File: config.mk
export PLATFORM = sky130hd
export DESIGN_NAME = ff_sweep_sequencer_flat
export DESIGN_NICKNAME = d
export VERILOG_FILES = /design/src/rtl/ff_sweep_pkg.sv /design/src/rtl/ff_sweep_sequencer_if.sv /design/src/rtl/ff_sweep_settle_cnt.sv /design/src/rtl/ff_sweep_sequencer.sv /design/src/flat_wrapper.sv
export SDC_FILE = /design/constraint.sdc
export NUM_CORES = 1
export LEC_CHECK = 0
export BUFFER_PORTS_ARGS = -buffer_cell sky130_fd_sc_hd__buf_4
export CAP_MARGIN = 25
export CORE_MARGIN = 4
export CORE_UTILIZATION = 30
export DETAILED_ROUTE_END_ITERATION = 6
export GPL_ROUTABILITY_DRIVEN = 1
export GPL_TIMING_DRIVEN = 0
export PLACE_DENSITY = 0.6
export SLEW_MARGIN = 20
export SYNTH_ARGS = -nofsm -noshare
export SYNTH_HDL_FRONTEND = slang
export SYNTH_SLANG_ARGS = --single-unit
File: constraint.sdc
create_clock -name clk -period 1.95 [get_ports clk]
set_input_delay 0.0975 -clock clk [delete_from_list [all_inputs] [get_ports clk]]
set_output_delay 0.0975 -clock clk [all_outputs]
set_load 0.02 [all_outputs]
File: src/rtl/ff_sweep_pkg.sv
// Shared types, widths and helpers for the flip-flop excitation sweep sequencer.
package ff_sweep_pkg;

  typedef enum logic [1:0] {
    IDLE   = 2'd0,
    HOLD   = 2'd1,
    SAMPLE = 2'd2,
    DONE   = 2'd3
  } state_e;

  localparam int unsigned SETTLE_W  = 4;
  localparam int unsigned IDX_W     = 8;
  localparam int unsigned MAX_TBL_W = 2 ** IDX_W;

  // Expected CUT response for stimulus idx; callers zero-extend their table.
  function automatic logic expected_bit(input logic [MAX_TBL_W-1:0] tbl,
                                        input logic [IDX_W-1:0]     idx);
    return tbl[idx];
  endfunction

endpackage

File: src/rtl/ff_sweep_sequencer_if.sv
// Control, stimulus and result signals between the lab top, the sequencer and the CUT.
interface ff_sweep_sequencer_if #(
  parameter int unsigned N_IN = 3
);
  localparam int unsigned NV = 2 ** N_IN;

  logic              start;
  logic              abort;
  logic [NV-1:0]     exp_tbl;
  logic              cut_resp;
  logic [N_IN-1:0]   stim;
  logic              busy;
  logic              done;
  logic              pass;
  logic [N_IN:0]     err_cnt;
  logic [N_IN-1:0]   first_fail;
  logic              fail_seen;

  // Sequencer side.
  modport master (
    input  start, abort, exp_tbl, cut_resp,
    output stim, busy, done, pass, err_cnt, first_fail, fail_seen
  );

  // Lab top / CUT side.
  modport slave (
    output start, abort, exp_tbl, cut_resp,
    input  stim, busy, done, pass, err_cnt, first_fail, fail_seen
  );

endinterface

File: src/rtl/ff_sweep_settle_cnt.sv
// Loadable settle down-counter; saturates at zero and flags it combinationally.
module ff_sweep_settle_cnt
  import ff_sweep_pkg::*;
(
  input  logic                clk,
  input  logic                rst,
  input  logic                load,
  input  logic                dec,
  input  logic [SETTLE_W-1:0] load_val,
  output logic                zero_c
);

  logic [SETTLE_W-1:0] cnt_q, cnt_d;

  always_comb begin
    cnt_d = cnt_q;
    if (load) begin
      cnt_d = load_val;
    end else if (dec && (cnt_q != '0)) begin
      cnt_d = cnt_q - SETTLE_W'(1);
    end
  end

  always_ff @(posedge clk or posedge rst) begin
    if (rst) begin
      cnt_q <= '0;
    end else begin
      cnt_q <= cnt_d;
    end
  end

  assign zero_c = (cnt_q == '0);

endmodule

File: src/rtl/ff_sweep_sequencer.sv
// Sweeps every stimulus vector through the CUT, compares its response with a
// latched truth table and reports mismatch count, first failing vector and pass.
module ff_sweep_sequencer
  import ff_sweep_pkg::*;
#(
  parameter int unsigned N_IN       = 3,
  parameter int unsigned SETTLE_CYC = 1
) (
  input  logic                 clk,
  input  logic                 rst,
  ff_sweep_sequencer_if.master bus
);

  localparam int unsigned NV    = 2 ** N_IN;
  localparam int unsigned CNT_W = N_IN + 1;
  localparam logic [SETTLE_W-1:0] SETTLE_LOAD = SETTLE_W'(SETTLE_CYC - 1);
  localparam logic [N_IN-1:0]     LAST_STIM   = N_IN'(NV - 1);

  state_e            state_q, state_d;
  logic [N_IN-1:0]   stim_q, stim_d;
  logic              busy_q, busy_d;
  logic              done_q, done_d;
  logic              pass_q, pass_d;
  logic [CNT_W-1:0]  err_cnt_q, err_cnt_d;
  logic [N_IN-1:0]   first_fail_q, first_fail_d;
  logic              fail_seen_q, fail_seen_d;
  logic [NV-1:0]     tbl_q, tbl_d;

  logic              cnt_load_c;
  logic              cnt_dec_c;
  logic              cnt_zero_c;
  logic              mismatch_c;

  ff_sweep_settle_cnt u_settle_cnt (
    .clk      (clk),
    .rst      (rst),
    .load     (cnt_load_c),
    .dec      (cnt_dec_c),
    .load_val (SETTLE_LOAD),
    .zero_c   (cnt_zero_c)
  );

  always_comb begin
    state_d      = state_q;
    stim_d       = stim_q;
    busy_d       = busy_q;
    done_d       = 1'b0;
    pass_d       = pass_q;
    err_cnt_d    = err_cnt_q;
    first_fail_d = first_fail_q;
    fail_seen_d  = fail_seen_q;
    tbl_d        = tbl_q;
    cnt_load_c   = 1'b0;
    cnt_dec_c    = 1'b0;
    mismatch_c   = (bus.cut_resp != expected_bit(MAX_TBL_W'(tbl_q), IDX_W'(stim_q)));

    // Abort drops any in-flight compare but leaves partial results visible.
    if ((state_q != IDLE) && bus.abort) begin
      state_d = IDLE;
      stim_d  = '0;
      busy_d  = 1'b0;
      pass_d  = 1'b0;
    end else begin
      case (state_q)
        IDLE: begin
          if (bus.start && !bus.abort) begin
            tbl_d        = bus.exp_tbl;
            err_cnt_d    = '0;
            first_fail_d = '0;
            fail_seen_d  = 1'b0;
            pass_d       = 1'b0;
            stim_d       = '0;
            busy_d       = 1'b1;
            cnt_load_c   = 1'b1;
            state_d      = HOLD;
          end
        end
        HOLD: begin
          if (cnt_zero_c) begin
            state_d = SAMPLE;
          end else begin
            cnt_dec_c = 1'b1;
          end
        end
        SAMPLE: begin
          if (mismatch_c) begin
            err_cnt_d = err_cnt_q + CNT_W'(1);
            if (!fail_seen_q) begin
              first_fail_d = stim_q;
              fail_seen_d  = 1'b1;
            end
          end
          // Last vector ends the run; stim never wraps mid-sweep.
          if (stim_q == LAST_STIM) begin
            state_d = DONE;
            stim_d  = '0;
            busy_d  = 1'b0;
            done_d  = 1'b1;
            pass_d  = (err_cnt_d == '0);
          end else begin
            stim_d     = stim_q + N_IN'(1);
            cnt_load_c = 1'b1;
            state_d    = HOLD;
          end
        end
        DONE: begin
          state_d = IDLE;
        end
        default: begin
          state_d = IDLE;
        end
      endcase
    end
  end

  always_ff @(posedge clk or posedge rst) begin
    if (rst) begin
      state_q      <= IDLE;
      stim_q       <= '0;
      busy_q       <= 1'b0;
      done_q       <= 1'b0;
      pass_q       <= 1'b0;
      err_cnt_q    <= '0;
      first_fail_q <= '0;
      fail_seen_q  <= 1'b0;
      tbl_q        <= '0;
    end else begin
      state_q      <= state_d;
      stim_q       <= stim_d;
      busy_q       <= busy_d;
      done_q       <= done_d;
      pass_q       <= pass_d;
      err_cnt_q    <= err_cnt_d;
      first_fail_q <= first_fail_d;
      fail_seen_q  <= fail_seen_d;
      tbl_q        <= tbl_d;
    end
  end

  assign bus.stim       = stim_q;
  assign bus.busy       = busy_q;
  assign bus.done       = done_q;
  assign bus.pass       = pass_q;
  assign bus.err_cnt    = err_cnt_q;
  assign bus.first_fail = first_fail_q;
  assign bus.fail_seen  = fail_seen_q;

endmodule

File: src/flat_wrapper.sv
// flat-port wrapper written by rule: the top's interface ports become plain ports
module ff_sweep_sequencer_flat import ff_sweep_pkg::*;
#(
  parameter int unsigned N_IN       = 3,
  parameter int unsigned SETTLE_CYC = 1
)
  (clk, rst, bus_start, bus_abort, bus_exp_tbl, bus_cut_resp, bus_stim, bus_busy, bus_done, bus_pass, bus_err_cnt, bus_first_fail, bus_fail_seen);
  ff_sweep_sequencer_if #(.N_IN(N_IN)) bus_i ();
  input  logic clk;
  input  logic rst;
  input wire logic [$bits(bus_i.start)-1:0] bus_start;
  input wire logic [$bits(bus_i.abort)-1:0] bus_abort;
  input wire logic [$bits(bus_i.exp_tbl)-1:0] bus_exp_tbl;
  input wire logic [$bits(bus_i.cut_resp)-1:0] bus_cut_resp;
  output wire logic [$bits(bus_i.stim)-1:0] bus_stim;
  output wire logic [$bits(bus_i.busy)-1:0] bus_busy;
  output wire logic [$bits(bus_i.done)-1:0] bus_done;
  output wire logic [$bits(bus_i.pass)-1:0] bus_pass;
  output wire logic [$bits(bus_i.err_cnt)-1:0] bus_err_cnt;
  output wire logic [$bits(bus_i.first_fail)-1:0] bus_first_fail;
  output wire logic [$bits(bus_i.fail_seen)-1:0] bus_fail_seen;
  assign bus_i.start = bus_start;
  assign bus_i.abort = bus_abort;
  assign bus_i.exp_tbl = bus_exp_tbl;
  assign bus_i.cut_resp = bus_cut_resp;
  assign bus_stim = bus_i.stim;
  assign bus_busy = bus_i.busy;
  assign bus_done = bus_i.done;
  assign bus_pass = bus_i.pass;
  assign bus_err_cnt = bus_i.err_cnt;
  assign bus_first_fail = bus_i.first_fail;
  assign bus_fail_seen = bus_i.fail_seen;
  ff_sweep_sequencer #(.N_IN(N_IN), .SETTLE_CYC(SETTLE_CYC)) u_core (.clk(clk), .rst(rst), .bus(bus_i));
endmodule
After elaboration in Yosys (flattened, before gate mapping)
Index checks and enable logic that the tools add are counted.
Widths: inputs -> output; s select.
{ "op_classes": {"n_addsub": 3, "multipliers": 0, "div": 0, "n_lt_le_gt_ge": 1, "n_eq_ne": 11, "n_shift": 0, "mux": 41, "bitwise_logic": 1, "reduce_logical": 19} }
{ "ops": {"columns": ["op", "count"], "rows": [
  ["$mux 4", 6],
  ["$mux 1", 17],
  ["$mux 3", 5],
  ["$pmux 3 s2", 2],
  ["$lt 3x9->1 const B", 1],
  ["$ne 3x1->1 const B", 3],
  ["$reduce_and 3->1", 3],
  ["$logic_not 4->1", 2],
  ["$mux 2", 4],
  ["$pmux 1 s2", 4],
  ["$pmux 2 s4", 1],
  ["$pmux 4 s2", 1],
  ["$reduce_bool 2->1", 3],
  ["$reduce_and 5->1", 1],
  ["$add 4x1->4 const B", 1],
  ["$eq 2x2->1 const B", 2],
  ["$ne 2x1->1 const B", 2],
  ["$reduce_and 2->1", 2],
  ["$reduce_and 4->1", 1],
  ["$reduce_bool 4->1", 1],
  ["$sub 4x1->4 const B", 1],
  ["$add 3x1->3 const B", 1],
  ["$bmux 1 s3", 1],
  ["$eq 3x3->1 const B", 1],
  ["8 further kinds", 10]
]} }
{ "totals": {"ff_bits": 28, "latch_bits": 0, "ramBits": 0, "rom_bits": 0, "input_bits": 13, "word_cells": 86, "memories": 0} }

Depth between registers and ports, before layout
Gate-level depths: netlist of run 1.
{ "depth": {"ltp_word": 10, "mapped_depth": 7, "ltp_nobuf": 7} }

By module
Synthesis of run 1 repeated with hierarchy kept, for this count alone.
{ "hier_totals": {"cells_unflattened": 151, "area_unflattened_um2": 1467.7} }
{ "by_module_without_submodules": {"columns": ["mod", "instances", "cells_per_inst", "area_per_inst_um2", "seq_area_each_um2"], "rows": [
  ["ff_sweep_sequencer", 1, 123, 1206.2, 600.6],
  ["ff_sweep_settle_cnt", 1, 28, 261.5, 100.1]
]} }

Worst setup path after synthesis of run 1
OpenSTA, ideal clock, no wires.
{ "synth_timing": {"path_type": "register to register", "start": "register u_core.stim_q[1], in the netlist u_core.bus.stim[1]", "end": "register u_core.err_cnt_q[0], in the netlist u_core.bus.err_cnt[0]", "setup_time_ns": 0.125, "t_arrival_ns": 1.880, "setup_slack_ns": -0.055, "stages_incl_launch_ff": 7, "path_buffers": 1, "period_less_slack_ns": 2.005, "cell_sequence": "dfrtp_1 -> buf_6 -> mux2i_1 -> mux4_2 -> xnor2_4 -> o21bai_1 -> mux2_2"} }
{ "synth_between": {"elab_chain_len": 7} }
{ "synth_rtl": {"columns": ["item", "line", "source"], "rows": [
  ["from (decl)", "ff_sweep_sequencer.sv:20", "logic [N_IN-1:0] stim_q, stim_d;"],
  ["from (signal assigned)", "ff_sweep_sequencer.sv:129", "stim_q <= stim_d;"],
  ["$bmux 1 s3", "ff_sweep_pkg.sv:18", "return tbl[idx];"],
  ["$mux 1 (implied by the code)", "ff_sweep_pkg.sv:18", null],
  ["$ne 1x1->1", "ff_sweep_sequencer.sv:55", "mismatch_c = (bus.cut_resp != expected_bit(MAX_TBL_W'(tbl_q), IDX_W'(stim_q)));"],
  ["$mux 4", "ff_sweep_sequencer.sv:86", "if (mismatch_c) begin"],
  ["$mux 4", "ff_sweep_sequencer.sv:64", "case (state_q)"],
  ["$mux 4", "ff_sweep_sequencer.sv:58", "if ((state_q != IDLE) && bus.abort) begin"],
  ["$pmux 4 s2", "ff_sweep_sequencer.sv:64", null],
  ["to (signal assigned)", "ff_sweep_sequencer.sv:133", "err_cnt_q <= err_cnt_d;"],
  ["to (decl)", "ff_sweep_sequencer.sv:24", "logic [CNT_W-1:0] err_cnt_q, err_cnt_d;"]
]} }
No other way between the ends. The select of a mux whose other input is x is not followed.
A chain may end at the register's enable or synchronous reset.

Final worst setup path of run 1
Ends and elaborated chain as after synthesis.

==> results of run 1 <==
[state kept, by name, summed over array words and instances, names as in the netlist]
signal	flops
u_core.tbl_q	8
u_core.bus.err_cnt	4
u_core.u_settle_cnt.cnt_q	4
u_core.bus.first_fail	3
u_core.bus.stim	3
u_core.state_q	2
u_core.bus.busy	1
u_core.bus.done	1
u_core.bus.fail_seen	1
u_core.bus.pass	1
[how the worst max path moves through the flow]
| stage | start | slack, ns | end |
|---|---|---|---|
| after detailed placement | u_core.bus.stim[1]$_DFFE_PP0P_ | -0.11 | u_core.bus.err_cnt[0]$_DFFE_PP0P_ |
| after global routing | u_core.bus.stim[1]$_DFFE_PP0P_ | -0.06 | u_core.bus.err_cnt[0]$_DFFE_PP0P_ |
| final | u_core.bus.stim[1]$_DFFE_PP0P_ | 0.02 | u_core.bus.err_cnt[0]$_DFFE_PP0P_ |
| after CTS | u_core.bus.stim[1]$_DFFE_PP0P_ | 0.003 | u_core.bus.err_cnt[0]$_DFFE_PP0P_ |
| after global placement | u_core.state_q[0]$_DFFE_PP0P_ | -0.28 | u_core.bus.err_cnt[0]$_DFFE_PP0P_ |
| after floorplan | u_core.bus.stim[1]$_DFFE_PP0P_ | -0.04 | u_core.bus.err_cnt[0]$_DFFE_PP0P_ |
[what timing repair did]
action / 4_1_cts / 5_1_grt
hold buffers: 1 / 2
buffers inserted: 4 / 0
resized for setup: 1 / 3
hold endpoints to repair: 10 / 2
setup endpoints to repair: 8 / 10
pin swaps: 2 / 1
[synth_stat cells]
cell type                  number
sky130_fd_sc_hd__nand3_1        2
sky130_fd_sc_hd__xnor2_1        1
sky130_fd_sc_hd__nor2b_1        3
sky130_fd_sc_hd__mux2_2         1
sky130_fd_sc_hd__dfrtp_1       28
sky130_fd_sc_hd__nor3_1         6
sky130_fd_sc_hd__and4b_1        1
sky130_fd_sc_hd__xor2_1         2
sky130_fd_sc_hd__mux2i_1        8
sky130_fd_sc_hd__nand2_1       34
sky130_fd_sc_hd__o31ai_1        2
sky130_fd_sc_hd__xnor2_4        1
sky130_fd_sc_hd__mux4_2         1
sky130_fd_sc_hd__nor2_1        11
sky130_fd_sc_hd__a22o_1         4
sky130_fd_sc_hd__nand2b_1       3
sky130_fd_sc_hd__or3_1          1
sky130_fd_sc_hd__nand3b_1       1
sky130_fd_sc_hd__o21bai_1       1
sky130_fd_sc_hd__a211oi_1       1
sky130_fd_sc_hd__and2_1         1
sky130_fd_sc_hd__a21o_1         1
sky130_fd_sc_hd__a21oi_1        1
sky130_fd_sc_hd__nand4_1        4
sky130_fd_sc_hd__buf_6          1
sky130_fd_sc_hd__ha_1           4
sky130_fd_sc_hd__a31oi_1        1
sky130_fd_sc_hd__o31a_1         1
sky130_fd_sc_hd__inv_1          7
sky130_fd_sc_hd__nor3b_1        2
sky130_fd_sc_hd__and3_1         1
sky130_fd_sc_hd__nor4b_1        1
sky130_fd_sc_hd__or4_1          1
sky130_fd_sc_hd__o21ai_1        3
sky130_fd_sc_hd__clkbuf_1       4
sky130_fd_sc_hd__o21ai_0        6
[per-stage QoR]
step	power [mW]	cell area [sq um]	hold slack (ns)
after detailed placement	0.942	1740	0.161
after CTS	1.28	1820	0.00520
after global routing	1.34	1840	0.00712
after global placement	0.929	1700	0.289
after floorplan	0.847	1450	0.163
final	1.26	1840	0.0109
[area by class of cell]
class	instances	area, sq um	share of cell area
clock buffers	4	45.0	0.0244
multi-input cells	111	708	0.384
well taps	54	67.6	0.0366
plain buffers	4	15.0	0.00814
flip-flops and latches	28	702	0.381
inverters	7	26.3	0.0142
repair buffers	34	280	0.152
[power by group]
| part | internal [mW] | total [mW] | leakage [nW] | switching, mW |
|---|---|---|---|---|
| clock network | 0.146 | 0.315 | 0.0228 | 0.169 |
| logic | 0.138 | 0.284 | 0.509 | 0.147 |
| registers | 0.629 | 0.665 | 0.371 | 0.0365 |
[layout by cell type, fill, tap and decap left out, drive strengths merged, types with 2 or more instances in the layout]
master,count
dfrtp,28
mux2i,8
o31ai,2
dlygate4sd3,3
nor2,11
nor3,6
nor2b,3
a22o,4
nor3b,2
nand3,2
ha,4
inv,7
xor2,2
buf,31
o21ai,9
xnor2,2
nand2,34
nand4,4
clkbuf,8
nand2b,3
[kinds of logic after synthesis]
logic type,after synthesis
AND/OR/NAND/NOR,72
multiplexers,10
XOR/XNOR,4
AO/OA/AOI/OAI,21
adder cells (fa/ha/maj),4
flip-flops,28
buffers and inverters,12
[routing by layer]
layer  GRT usage  up-vias  part of all wire
li1            -      598                 -
met4      0.0160        0            0.0048
met1       0.147      540              0.48
met2       0.176       20              0.47
met5           0        -                 0
met3      0.0255        2             0.039
[worst reg2reg max path: stages, from the launching register on]
cell                       delay, ns
sky130_fd_sc_hd__dfrtp_2        0.46
sky130_fd_sc_hd__mux2i_1        0.14
sky130_fd_sc_hd__mux4_2         0.57
sky130_fd_sc_hd__xnor2_4        0.25
sky130_fd_sc_hd__o21bai_1       0.13
sky130_fd_sc_hd__mux2_4         0.27
==> Implementation_results.wiki, run 1 <==
{| class="wikitable"
! Metric !! Value
|-
| Detailed-route wire length per cell || 12.9 um
|-
| Number of buffer cells added on primary ports || 25
|-
| Data required time of the worst path || 2.11 ns
|-
| Type of the tightest min-delay check || input port to register
|-
| Reg-to-reg startpoint || u_core.bus.stim[1]$_DFFE_PP0P_
|-
| Status || complete, no violations
|-
| Count of pins over their slew limit || 0
|-
| Vias || 1160
|-
| Residual antenna-violating net count after detailed routing || 0
|-
| Row count || 25
|-
| Number of violations reported at the end of detailed-routing iteration 0 || 97
|-
| Largest fanout on the critical path || 6
|-
| CTS clock-pin slew for the worst setup and hold paths || 0.09 ns
|-
| Adder and majority cell fraction of the synthesized area || 0.0346
|-
| Mean area per synthesized cell || 9.59 sq um
|-
| Library cell with the largest summed area after synthesis || sky130_fd_sc_hd__dfrtp_1
|-
| First-pass GRT wire length || 5230 um
|-
| Die width || 77.5 um
|-
| Clock sink total || 28
|-
| Final routed DRC violation total || 0
|-
| Minimum clock period || 1.93 ns
|-
| Biggest area contributors in the synthesized netlist || sky130_fd_sc_hd__dfrtp_1, sky130_fd_sc_hd__nand2_1, sky130_fd_sc_hd__mux2i_1
|-
| Clock root buffer master || sky130_fd_sc_hd__clkbuf_8
|-
| Setup repair after global routing missed its margin || true
|-
| Number of stages on the worst hold path || 3
|-
| Average vias per placed instance || 4.79
|-
| Cell at the slowest stage of the critical path || sky130_fd_sc_hd__mux4_2
|-
| Number of failing setup endpoints in the final timing report || 0
|-
| Headroom to the max-slew limit || 0.657
|-
| Number of antenna violations at the first check in global routing || 0
|-
| Highest achievable clock rate || 518 MHz
|-
| Worst vdd rail ir drop || 443 uV
|-
| Vias in the first global route || 1115
|-
| Yosys warnings || 0
|-
| Die Footprint || 6000 sq um
|-
| Mux contribution to synthesized area || 0.0787
|-
| Fraction of the mapped netlist area in compound gates || 0.0951
|-
| Stages on the worst setup path || 5
|-
| Post-Synthesis Cells || 151
|-
| Largest incremental delay on the critical path || 0.57 ns
|-
| Number of H-tree levels || 1
|-
| PnR worst setup slack || 0.0193 ns
|-
| Least-Margin Pin Slew || 0.511 ns
|-
| Sequence of cells on the critical path || mux2i_1 > mux4_2 > xnor2_4 > o21bai_1 > mux2_4
|-
| Total negative slack || 0 ns
|-
| Synth Net Count || 168
|-
| Number of nets at the end of the flow || 206
|-
| Number of detailed-route iterations in the first pass || 4
|-
| Data arrival, critical path || 2.09 ns
|-
| Fill cell count || 494
|-
| Category of the worst setup path capture point || register
|-
| Antenna Diode Count || 0
|-
| Portion of the clock cycle consumed by the worst path in the final layout || 0.990
|-
| Capturing point of the worst reg2reg path || u_core.bus.err_cnt[0]$_DFFE_PP0P_
|-
| Maximum count of clock buffers along a single path || 2
|-
| Basic-gate share of the synthesized area counting and, or, nand and nor cells || 0.234
|-
| Startpoint of the tightest hold check path || bus_exp_tbl[4]
|-
| Total buffers and inverters traversed by the critical path || 0
|-
| Inst Count DP || 232
|-
| Maximum clock skew at final layout || 0.00242 ns
|-
| Depth of the most critical reg-to-reg path || 5
|-
| Congestion Overflow GR || 0
|-
| Worst Path Class, Setup || register to register
|-
| Layout area overhead || 27.4%
|-
| Starting density of the core || 0.309
|-
| Unique cell type count in the Yosys netlist || 36
|-
| Die height || 77.5 um
|-
| Register bit total from synthesis || 28
|-
| Combinational family with the most area after synthesis || simple AND/OR/NAND/NOR gates
|-
| Worst slack at placement || -0.113 ns
|-
| Area share of the leading cell type in the synthesized netlist || 0.484
|-
| Final design utilization || 0.393
|-
| Skew-Pair Late Insertion Delay || 0.27 ns
|-
| Cell Count, Final, Fillers Out || 242
|-
| All-layer global routing usage || 0.107
|-
| Fraction of layout instances using a drive strength above 1 || 0.213
|-
| Clock buffers created by TritonCTS || 3
|-
| CTS tree || done
|-
| Total power divided by cell area || 686 nW/um^2
|-
| Total length of routed wires || 3130 um
|-
| Post-synthesis share of cell area spent on xor and xnor gates || 0.0372
|-
| I/O pin count || 27
|-
| Worst hold endpoint || u_core.tbl_q[4]$_DFFE_PP0P_
|-
| Final hold violations || 0
|-
| Core outline area || 4690 sq um
|-
| Cell area after synthesis || 1450 sq um
|-
| HPWL after detailed placement || 2380 um
|-
| Crit path launch type || register
|-
| Maximum number of pins on one net before global-route repair || 19
|-
| Seq/Total Area, Yosys || 0.484
|-
| Reg2Reg Setup Slack || 0.02 ns
|-
| Number of max-cap violations || 0
|-
| Crit path max-delay family || multiplexers
|-
| Last weighted congestion value of the routability-driven placer || 0.741
|-
| LEAKAGE || 0.903 nW
|}
No activity file was read; power rests on OpenSTA's default activity.
==> inputs of run 2 (changes only) <==
--- a/config.mk
+++ b/config.mk
@@ -13,6 +13,7 @@
 export GPL_ROUTABILITY_DRIVEN = 1
 export GPL_TIMING_DRIVEN = 0
 export PLACE_DENSITY = 0.6
+export RECOVER_POWER = 50
 export SLEW_MARGIN = 20
 export SYNTH_ARGS = -nofsm -noshare
 export SYNTH_HDL_FRONTEND = slang
==> Implementation_results.wiki, run 2 (synthesized netlist as in run 1, its figures left out) <==
{| class="wikitable"
! Metric !! Value
|-
| Status || complete, no violations
|-
| Total power divided by cell area || 698 nW/um^2 (+1.8%)
|-
| Number of max-cap violations || 0 (unchanged)
|-
| Maximum number of pins on one net before global-route repair || 19 (unchanged)
|-
| CTS clock-pin slew for the worst setup and hold paths || 0.09 ns (about the same)
|-
| Clock buffers created by TritonCTS || 3 (unchanged)
|-
| Clock root buffer master || sky130_fd_sc_hd__clkbuf_8
|-
| Layout area overhead || 24.2%
|-
| Register with the most flip-flops || u_core.tbl_q
|-
| Setup repair after global routing missed its margin || true
|-
| First-pass GRT wire length || 5230 um (unchanged)
|-
| Depth of the most critical reg-to-reg path || 5 (unchanged)
|-
| Worst slack at placement || -0.113 ns (unchanged)
|-
| Type of the tightest min-delay check || input port to register
|-
| Portion of the clock cycle consumed by the worst path in the final layout || 0.993 (+0.00289)
|-
| Die height || 77.5 um (unchanged)
|-
| Congestion Overflow GR || 0 (unchanged)
|-
| Number of violations reported at the end of detailed-routing iteration 0 || 112 (+15%)
|-
| Wire length on met1 || 1550 um (+2.8%)
|-
| Commonest non-fill, non-tap cell in the layout || sky130_fd_sc_hd__nand2_1
|-
| Reported net switching power || 0.352 mW (about the same)
|-
| Flip-flop count of the largest register after layout || 8 (unchanged)
|-
| Clock sink total || 28 (unchanged)
|-
| Headroom to the max-slew limit || 0.345 (-0.312)
|-
| Total negative slack || 0 ns (unchanged)
|-
| HPWL after detailed placement || 2380 um (unchanged)
|-
| Amount of wire on met3 after detailed routing || 133 um (+9.9%)
|-
| Capturing point of the worst reg2reg path || u_core.bus.err_cnt[0]$_DFFE_PP0P_
|-
| Reg2Reg Setup Slack || 0.01 ns (about the same)
|-
| Number of failing setup endpoints in the final timing report || 0 (unchanged)
|-
| Highest achievable clock rate || 516 MHz (-0.29%)
|-
| Data required time of the worst path || 2.11 ns (about the same)
|-
| Share of total power in the clock network || 0.251 (+0.002)
|-
| I/O pin count || 27 (unchanged)
|-
| Detailed-route wire length per cell || 13.0 um (+0.38%)
|-
| Highest metal layer with signal wires || met4
|-
| Core outline area || 4690 sq um (unchanged)
|-
| Placed standard-cell area || 1740 sq um (unchanged)
|-
| Reg-to-reg startpoint || u_core.bus.stim[1]$_DFFE_PP0P_
|-
| Cell-internal power || 0.904 mW (-1.0%)
|-
| Largest fanout on the critical path || 6 (unchanged)
|-
| Minimum clock period || 1.94 ns (+0.00564 ns)
|-
| PnR worst setup slack || 0.0137 ns (-0.00564 ns)
|-
| Vias || 1153 (-0.60%)
|-
| Commonest cells after routing, fill and taps aside || sky130_fd_sc_hd__nand2_1, sky130_fd_sc_hd__dfrtp_1, sky130_fd_sc_hd__buf_4, sky130_fd_sc_hd__clkbuf_1, sky130_fd_sc_hd__nor2_1
|-
| Skew-Pair Late Insertion Delay || 0.27 ns (about the same)
|-
| Average vias per placed instance || 4.76 (-0.60%)
|-
| Number of antenna violations at the first check in global routing || 0 (unchanged)
|-
| CTS tree || done
|-
| Starting density of the core || 0.309 (unchanged)
|-
| Data arrival, critical path || 2.10 ns (about the same)
|-
| Vias in the first global route || 1115 (unchanged)
|-
| Maximum count of clock buffers along a single path || 2 (unchanged)
|-
| Met2 Wirelength || 1440 um (-2.8%)
|-
| Row count || 25 (unchanged)
|-
| Last weighted congestion value of the routability-driven placer || 0.741 (unchanged)
|-
| Worst Path Class, Setup || register to register
|-
| Crit path launch type || register
|-
| Count of pins over their slew limit || 0 (unchanged)
|-
| LEAKAGE || 0.866 nW (-4.0%)
|-
| Fraction of layout instances using a drive strength above 1 || 0.176 (-0.0372)
|-
| Final routed DRC violation total || 0 (unchanged)
|-
| Die width || 77.5 um (unchanged)
|-
| Final hold violations || 0 (unchanged)
|-
| Die Footprint || 6000 sq um (unchanged)
|-
| Number of nets at the end of the flow || 206 (unchanged)
|-
| Worst hold slack across all endpoints || 0.0108 ns (-0.000107 ns)
|-
| Least-Margin Pin Slew || 0.982 ns (+0.471 ns)
|-
| Antenna Diode Count || 0 (unchanged)
|-
| Total length of routed wires || 3140 um (+0.38%)
|-
| Worst vdd rail ir drop || 443 uV (about the same)
|-
| Crit path to || u_core.bus.err_cnt[0]$_DFFE_PP0P_
|-
| Number of detailed-route iterations in the first pass || 4 (unchanged)
|-
| Inst Count DP || 232 (unchanged)
|-
| Residual antenna-violating net count after detailed routing || 0 (unchanged)
|-
| Number of H-tree levels || 1 (unchanged)
|-
| Category of the worst setup path capture point || register
|-
| Maximum clock skew at final layout || 0.00229 ns (-0.000127 ns)
|-
| Cell Count, Final, Fillers Out || 242 (unchanged)
|-
| Critical Path Source || u_core.bus.stim[1]$_DFFE_PP0P_
|-
| Logic gate share of total power || 0.219 (-0.006)
|-
| Final instance area || 1800 sq um (-2.5%)
|-
| All-layer global routing usage || 0.107 (unchanged)
|-
| Number of buffer cells added on primary ports || 25 (unchanged)
|-
| Switching part of the total || 0.280 (+0.00189)
|-
| Seq pwr share || 0.530 (+0.004)
|}
-- run 2: cell types whose count changed in the layout (fill, tap and decap cells not counted), sizes merged --
cell | previous run | this run
buf | 31 | 23
clkbuf | 8 | 16
-- run 2: per-stage QoR --
step	utilization	total power, mW
finish	0.383	1.26
global route	0.383	1.33
CTS	0.387	1.28
detailed placement	0.370	0.942
global placement	0.363	0.929
floorplan	-	0.847
-- run 2: power by group through the flow --
stage	Clock (mW)	Sequential [mW]	Combinational (mW)
global route	0.353	0.672	0.308
global placement	0	0.674	0.255
CTS	0.334	0.665	0.284
detailed placement	0	0.677	0.265
floorplan	0	0.684	0.163
finish	0.315	0.665	0.275
-- run 2: how the worst min path moves through the flow --
stage	endpoint	cells past startpoint	startpoint
2_1_floorplan	u_core.bus.busy$_DFFE_PP0P_	1	rst
3_3_place_gp	u_core.tbl_q[4]$_DFFE_PP0P_	3	bus_exp_tbl[4]
3_5_place_dp	u_core.u_settle_cnt.cnt_q[0]$_DFFE_PP0P_	2	rst
4_1_cts	u_core.tbl_q[4]$_DFFE_PP0P_	3	bus_exp_tbl[4]
5_1_grt	u_core.tbl_q[5]$_DFFE_PP0P_	3	bus_exp_tbl[5]
6_report	u_core.tbl_q[4]$_DFFE_PP0P_	3	bus_exp_tbl[4]
-- run 2: area by class of cell --
cell class | instances | area (sq um)
Buffer | 4 | 15.0
Fill cell | 509 | 2890
Timing Repair Buffer | 34 | 234
Tap cell | 54 | 67.6
Inverter | 7 | 26.3
Multi-Input combinational cell | 111 | 708
Sequential cell | 28 | 702
Clock buffer | 4 | 45.0
-- run 2: layer usage --
layer	vias up	GRT usage
met1	534	0.147
li1	597	-
met4	0	0.0160
met3	2	0.0255
met2	20	0.176
met5	-	0
-- run 2: what timing repair did --
| item | 4_1_cts | 5_1_grt |
|---|---|---|
| setup buffers | 4 | 0 |
| resized for setup | 1 | 3 |
| endpoints found under the setup margin | 8 | 10 |
| hold buffers | 1 | 2 |
| endpoints found under the hold margin | 10 | 2 |
| pin swaps | 2 | 1 |
-- run 2: critical path, cell delays in order, from the launching register on --
cell and delay, ns:
sky130_fd_sc_hd__dfrtp_2 0.46, sky130_fd_sc_hd__mux2i_1 0.14, sky130_fd_sc_hd__mux4_2 0.57, sky130_fd_sc_hd__xnor2_4 0.26
sky130_fd_sc_hd__o21bai_1 0.13, sky130_fd_sc_hd__mux2_4 0.27
==> inputs of run 3 (changes only) <==
--- a/config.mk
+++ b/config.mk
@@ -8,11 +8,11 @@
 export BUFFER_PORTS_ARGS = -buffer_cell sky130_fd_sc_hd__buf_4
 export CAP_MARGIN = 25
 export CORE_MARGIN = 4
-export CORE_UTILIZATION = 30
+export CORE_UTILIZATION = 49
 export DETAILED_ROUTE_END_ITERATION = 6
 export GPL_ROUTABILITY_DRIVEN = 1
 export GPL_TIMING_DRIVEN = 0
-export PLACE_DENSITY = 0.6
+export PLACE_DENSITY = 0.85
 export RECOVER_POWER = 50
 export SLEW_MARGIN = 20
 export SYNTH_ARGS = -nofsm -noshare
==> Implementation_results.wiki, run 3 (synthesized netlist as in run 1, its figures left out) <==
{| class="wikitable"
! Metric !! Value
|-
| Status || finished with violations
|-
| Violations in the final reports || negative setup slack
|-
| Portion of the clock cycle consumed by the worst path in the final layout || 1.00 (+0.0109)
|-
| Depth of the most critical reg-to-reg path || 5 (unchanged)
|-
| Clock root buffer master || sky130_fd_sc_hd__clkbuf_4
|-
| Final routed DRC violation total || 0 (unchanged)
|-
| Flip-flop count of the largest register after layout || 8 (unchanged)
|-
| Detailed-route wire length per cell || 13.5 um (+3.8%)
|-
| First-pass GRT wire length || 5490 um (+5.0%)
|-
| Fill cell count || 225 (-56%)
|-
| Number of buffer cells added on primary ports || 25 (unchanged)
|-
| Worst vdd rail ir drop || 491 uV (+11%)
|-
| Fraction of layout instances using a drive strength above 1 || 0.208 (+0.0328)
|-
| Number of nets at the end of the flow || 210 (+1.9%)
|-
| Clock buffers created by TritonCTS || 3 (unchanged)
|-
| Die Footprint || 3890 sq um (-35%)
|-
| I/O pin count || 27 (unchanged)
|-
| Commonest cells after routing, fill and taps aside || sky130_fd_sc_hd__nand2_1, sky130_fd_sc_hd__dfrtp_1, sky130_fd_sc_hd__buf_4, sky130_fd_sc_hd__nor2_1, sky130_fd_sc_hd__dlygate4sd3_1
|-
| Post-layout total power || 1.19 mW (-4.9%)
|-
| Reported net switching power || 0.344 mW (-2.2%)
|-
| PnR worst setup slack || -0.00752 ns (-0.0212 ns)
|-
| HPWL after detailed placement || 2110 um (-11%)
|-
| LEAKAGE || 0.899 nW (+3.8%)
|-
| Number of failing setup endpoints in the final timing report || 1 (+1)
|-
| Skew-Pair Late Insertion Delay || 0.31 ns (+0.04 ns)
|-
| Starting density of the core || 0.520 (+0.212)
|-
| Cell Count, Final, Fillers Out || 223 (-7.9%)
|-
| Vias in the first global route || 1282 (+15%)
|-
| Maximum clock skew at final layout || 0.00148 ns (-0.000811 ns)
|-
| Number of antenna violations at the first check in global routing || 0 (unchanged)
|-
| Headroom to the max-slew limit || 0.323 (-0.0221)
|-
| Worst slack at placement || -0.161 ns (-0.0483 ns)
|-
| Minimum clock period || 1.96 ns (+0.0212 ns)
|-
| Worst hold slack across all endpoints || 0.182 ns (+0.171 ns)
|-
| Register with the most flip-flops || u_core.tbl_q
|-
| Type of the tightest min-delay check || input port to register
|-
| Cell-internal power || 0.849 mW (-6.0%)
|-
| Worst Path Class, Setup || register to register
|-
| Vias || 1228 (+6.5%)
|-
| Count of pins over their slew limit || 0 (unchanged)
|-
| Reg-to-reg startpoint || u_core.bus.stim[1]$_DFFE_PP0P_
|-
| Total length of routed wires || 3000 um (-4.4%)
|-
| Number of H-tree levels || 1 (unchanged)
|-
| Share of total power in the clock network || 0.196 (-0.055)
|-
| Reg2Reg Setup Slack || -0.008 ns (-0.02 ns)
|-
| Congestion Overflow GR || 0 (unchanged)
|-
| Number of max-cap violations || 0 (unchanged)
|-
| Highest achievable clock rate || 511 MHz (-1.1%)
|-
| Worst hold endpoint || u_core.state_q[1]$_DFFE_PP0P_
|-
| Die height || 62.4 um (-20%)
|-
| Data required time of the worst path || 2.16 ns (+0.05 ns)
|-
| Clock sink total || 28 (unchanged)
|-
| Number of detailed-route iterations in the first pass || 4 (unchanged)
|-
| Antenna Diode Count || 0 (unchanged)
|-
| Number of violations reported at the end of detailed-routing iteration 0 || 30 (-73%)
|-
| Core outline area || 2780 sq um (-41%)
|-
| Setup repair after global routing missed its margin || true
|-
| Commonest non-fill, non-tap cell in the layout || sky130_fd_sc_hd__nand2_1
|-
| Inst Count DP || 207 (-11%)
|-
| Total negative slack || -0.00752 ns (-0.00752 ns)
|-
| Maximum count of clock buffers along a single path || 2 (unchanged)
|-
| Total area of multi-input combinational cells || 726 sq um (+2.5%)
|-
| Data arrival, critical path || 2.17 ns (+0.07 ns)
|-
| Maximum number of pins on one net before global-route repair || 29 (+10)
|-
| Die width || 62.4 um (-20%)
|-
| Seq pwr share || 0.559 (+0.029)
|-
| Storage element area || 702 sq um (unchanged)
|-
| Crit path launch type || register
|-
| Total power divided by cell area || 651 nW/um^2 (-6.8%)
|-
| Last weighted congestion value of the routability-driven placer || 0.805 (+8.6%)
|-
| Switching part of the total || 0.288 (+0.00797)
|-
| Category of the worst setup path capture point || register
|-
| Residual antenna-violating net count after detailed routing || 0 (unchanged)
|-
| Layout area overhead || 26.7%
|-
| Capturing point of the worst reg2reg path || u_core.bus.err_cnt[0]$_DFFE_PP0P_
|-
| All-layer global routing usage || 0.169 (+0.0616)
|-
| Logic gate share of total power || 0.245 (+0.026)
|-
| Number of stages on the worst hold path || 2 (-1)
|-
| Final hold violations || 0 (unchanged)
|-
| CTS tree || done
|-
| Least-Margin Pin Slew || 1.01 ns (+0.0320 ns)
|-
| Largest fanout on the critical path || 7 (+1)
|-
| Average vias per placed instance || 5.51 (+16%)
|-
| Startpoint of the tightest hold check path || bus_abort
|-
| CTS clock-pin slew for the worst setup and hold paths || 0.14 ns (+0.05 ns)
|-
| Row count || 19 (-24%)
|}
[run 3: cell count changes in the layout (fill, tap and decap cells not counted), moves of 3 or more]
| cell | before | now |
|---|---|---|
| sky130_fd_sc_hd__dlygate4sd3_1 | 3 | 9 |
| sky130_fd_sc_hd__clkbuf_1 | 12 | 7 |
| sky130_fd_sc_hd__buf_4 | 22 | 26 |
| sky130_fd_sc_hd__clkbuf_4 | 1 | 4 |
| sky130_fd_sc_hd__clkbuf_8 | 3 | 0 |
[run 3: worst max path at each step]
stage                                               from                                   end
final                     u_core.bus.stim[1]$_DFFE_PP0P_     u_core.bus.err_cnt[0]$_DFFE_PP0P_
after global routing      u_core.bus.stim[1]$_DFFE_PP0P_  u_core.bus.first_fail[2]$_DFFE_PP0P_
after CTS                 u_core.bus.stim[1]$_DFFE_PP0P_     u_core.bus.err_cnt[0]$_DFFE_PP0P_
after detailed placement   u_core.state_q[0]$_DFFE_PP0P_     u_core.bus.err_cnt[0]$_DFFE_PP0P_
after global placement     u_core.state_q[0]$_DFFE_PP0P_     u_core.bus.err_cnt[0]$_DFFE_PP0P_
after floorplan           u_core.bus.stim[1]$_DFFE_PP0P_     u_core.bus.err_cnt[0]$_DFFE_PP0P_
[run 3: power groups by stage]
| stage | clock, mW | sequential [mW] | combinational [mW] |
|---|---|---|---|
| after CTS | 0.243 | 0.666 | 0.286 |
| after global placement | 0 | 0.673 | 0.245 |
| after global routing | 0.267 | 0.675 | 0.325 |
| after floorplan | 0 | 0.684 | 0.163 |
| final | 0.234 | 0.667 | 0.293 |
| after detailed placement | 0 | 0.676 | 0.253 |
[run 3: cell type report]
type,count,share of cell area
Multi-Input combinational cell,111,0.396
Timing Repair Buffer,38,0.164
Clock buffer,4,0.0143
Sequential cell,28,0.383
Tap cell,31,0.0211
Buffer,4,0.00819
Inverter,7,0.0143
[run 3: worst max-delay path, stage by stage (launching register included)]
cell,delay [ns]
sky130_fd_sc_hd__dfrtp_2,0.49
sky130_fd_sc_hd__mux2i_1,0.14
sky130_fd_sc_hd__mux4_2,0.58
sky130_fd_sc_hd__xnor2_4,0.27
sky130_fd_sc_hd__o21bai_2,0.12
sky130_fd_sc_hd__mux2_4,0.26
[run 3: per-stage QoR]
step                      utilization  area, sq um
final                           0.659         1830
after global routing            0.659         1830
after CTS                       0.653         1820
after detailed placement        0.602         1680
after global placement          0.602         1680
after floorplan                     -         1450
[run 3: what timing repair did]
| action | 4_1_cts | 5_1_grt |
|---|---|---|
| endpoints found under the setup margin | 7 | 11 |
| pin swaps | 4 | 2 |
| resized for setup | 4 | 3 |
| endpoints found under the hold margin | 8 | 28 |
| hold buffers | 8 | 1 |
| buffers inserted | 4 | 0 |
[run 3: metal layers]
metal,share of wire,track usage,up-vias,wire [um]
met4,0.011,0.0584,0,34
met3,0.058,0.0270,4,175
met1,0.43,0.210,587,1290
met5,0,0,-,0
met2,0.50,0.295,36,1500
li1,-,-,601,-
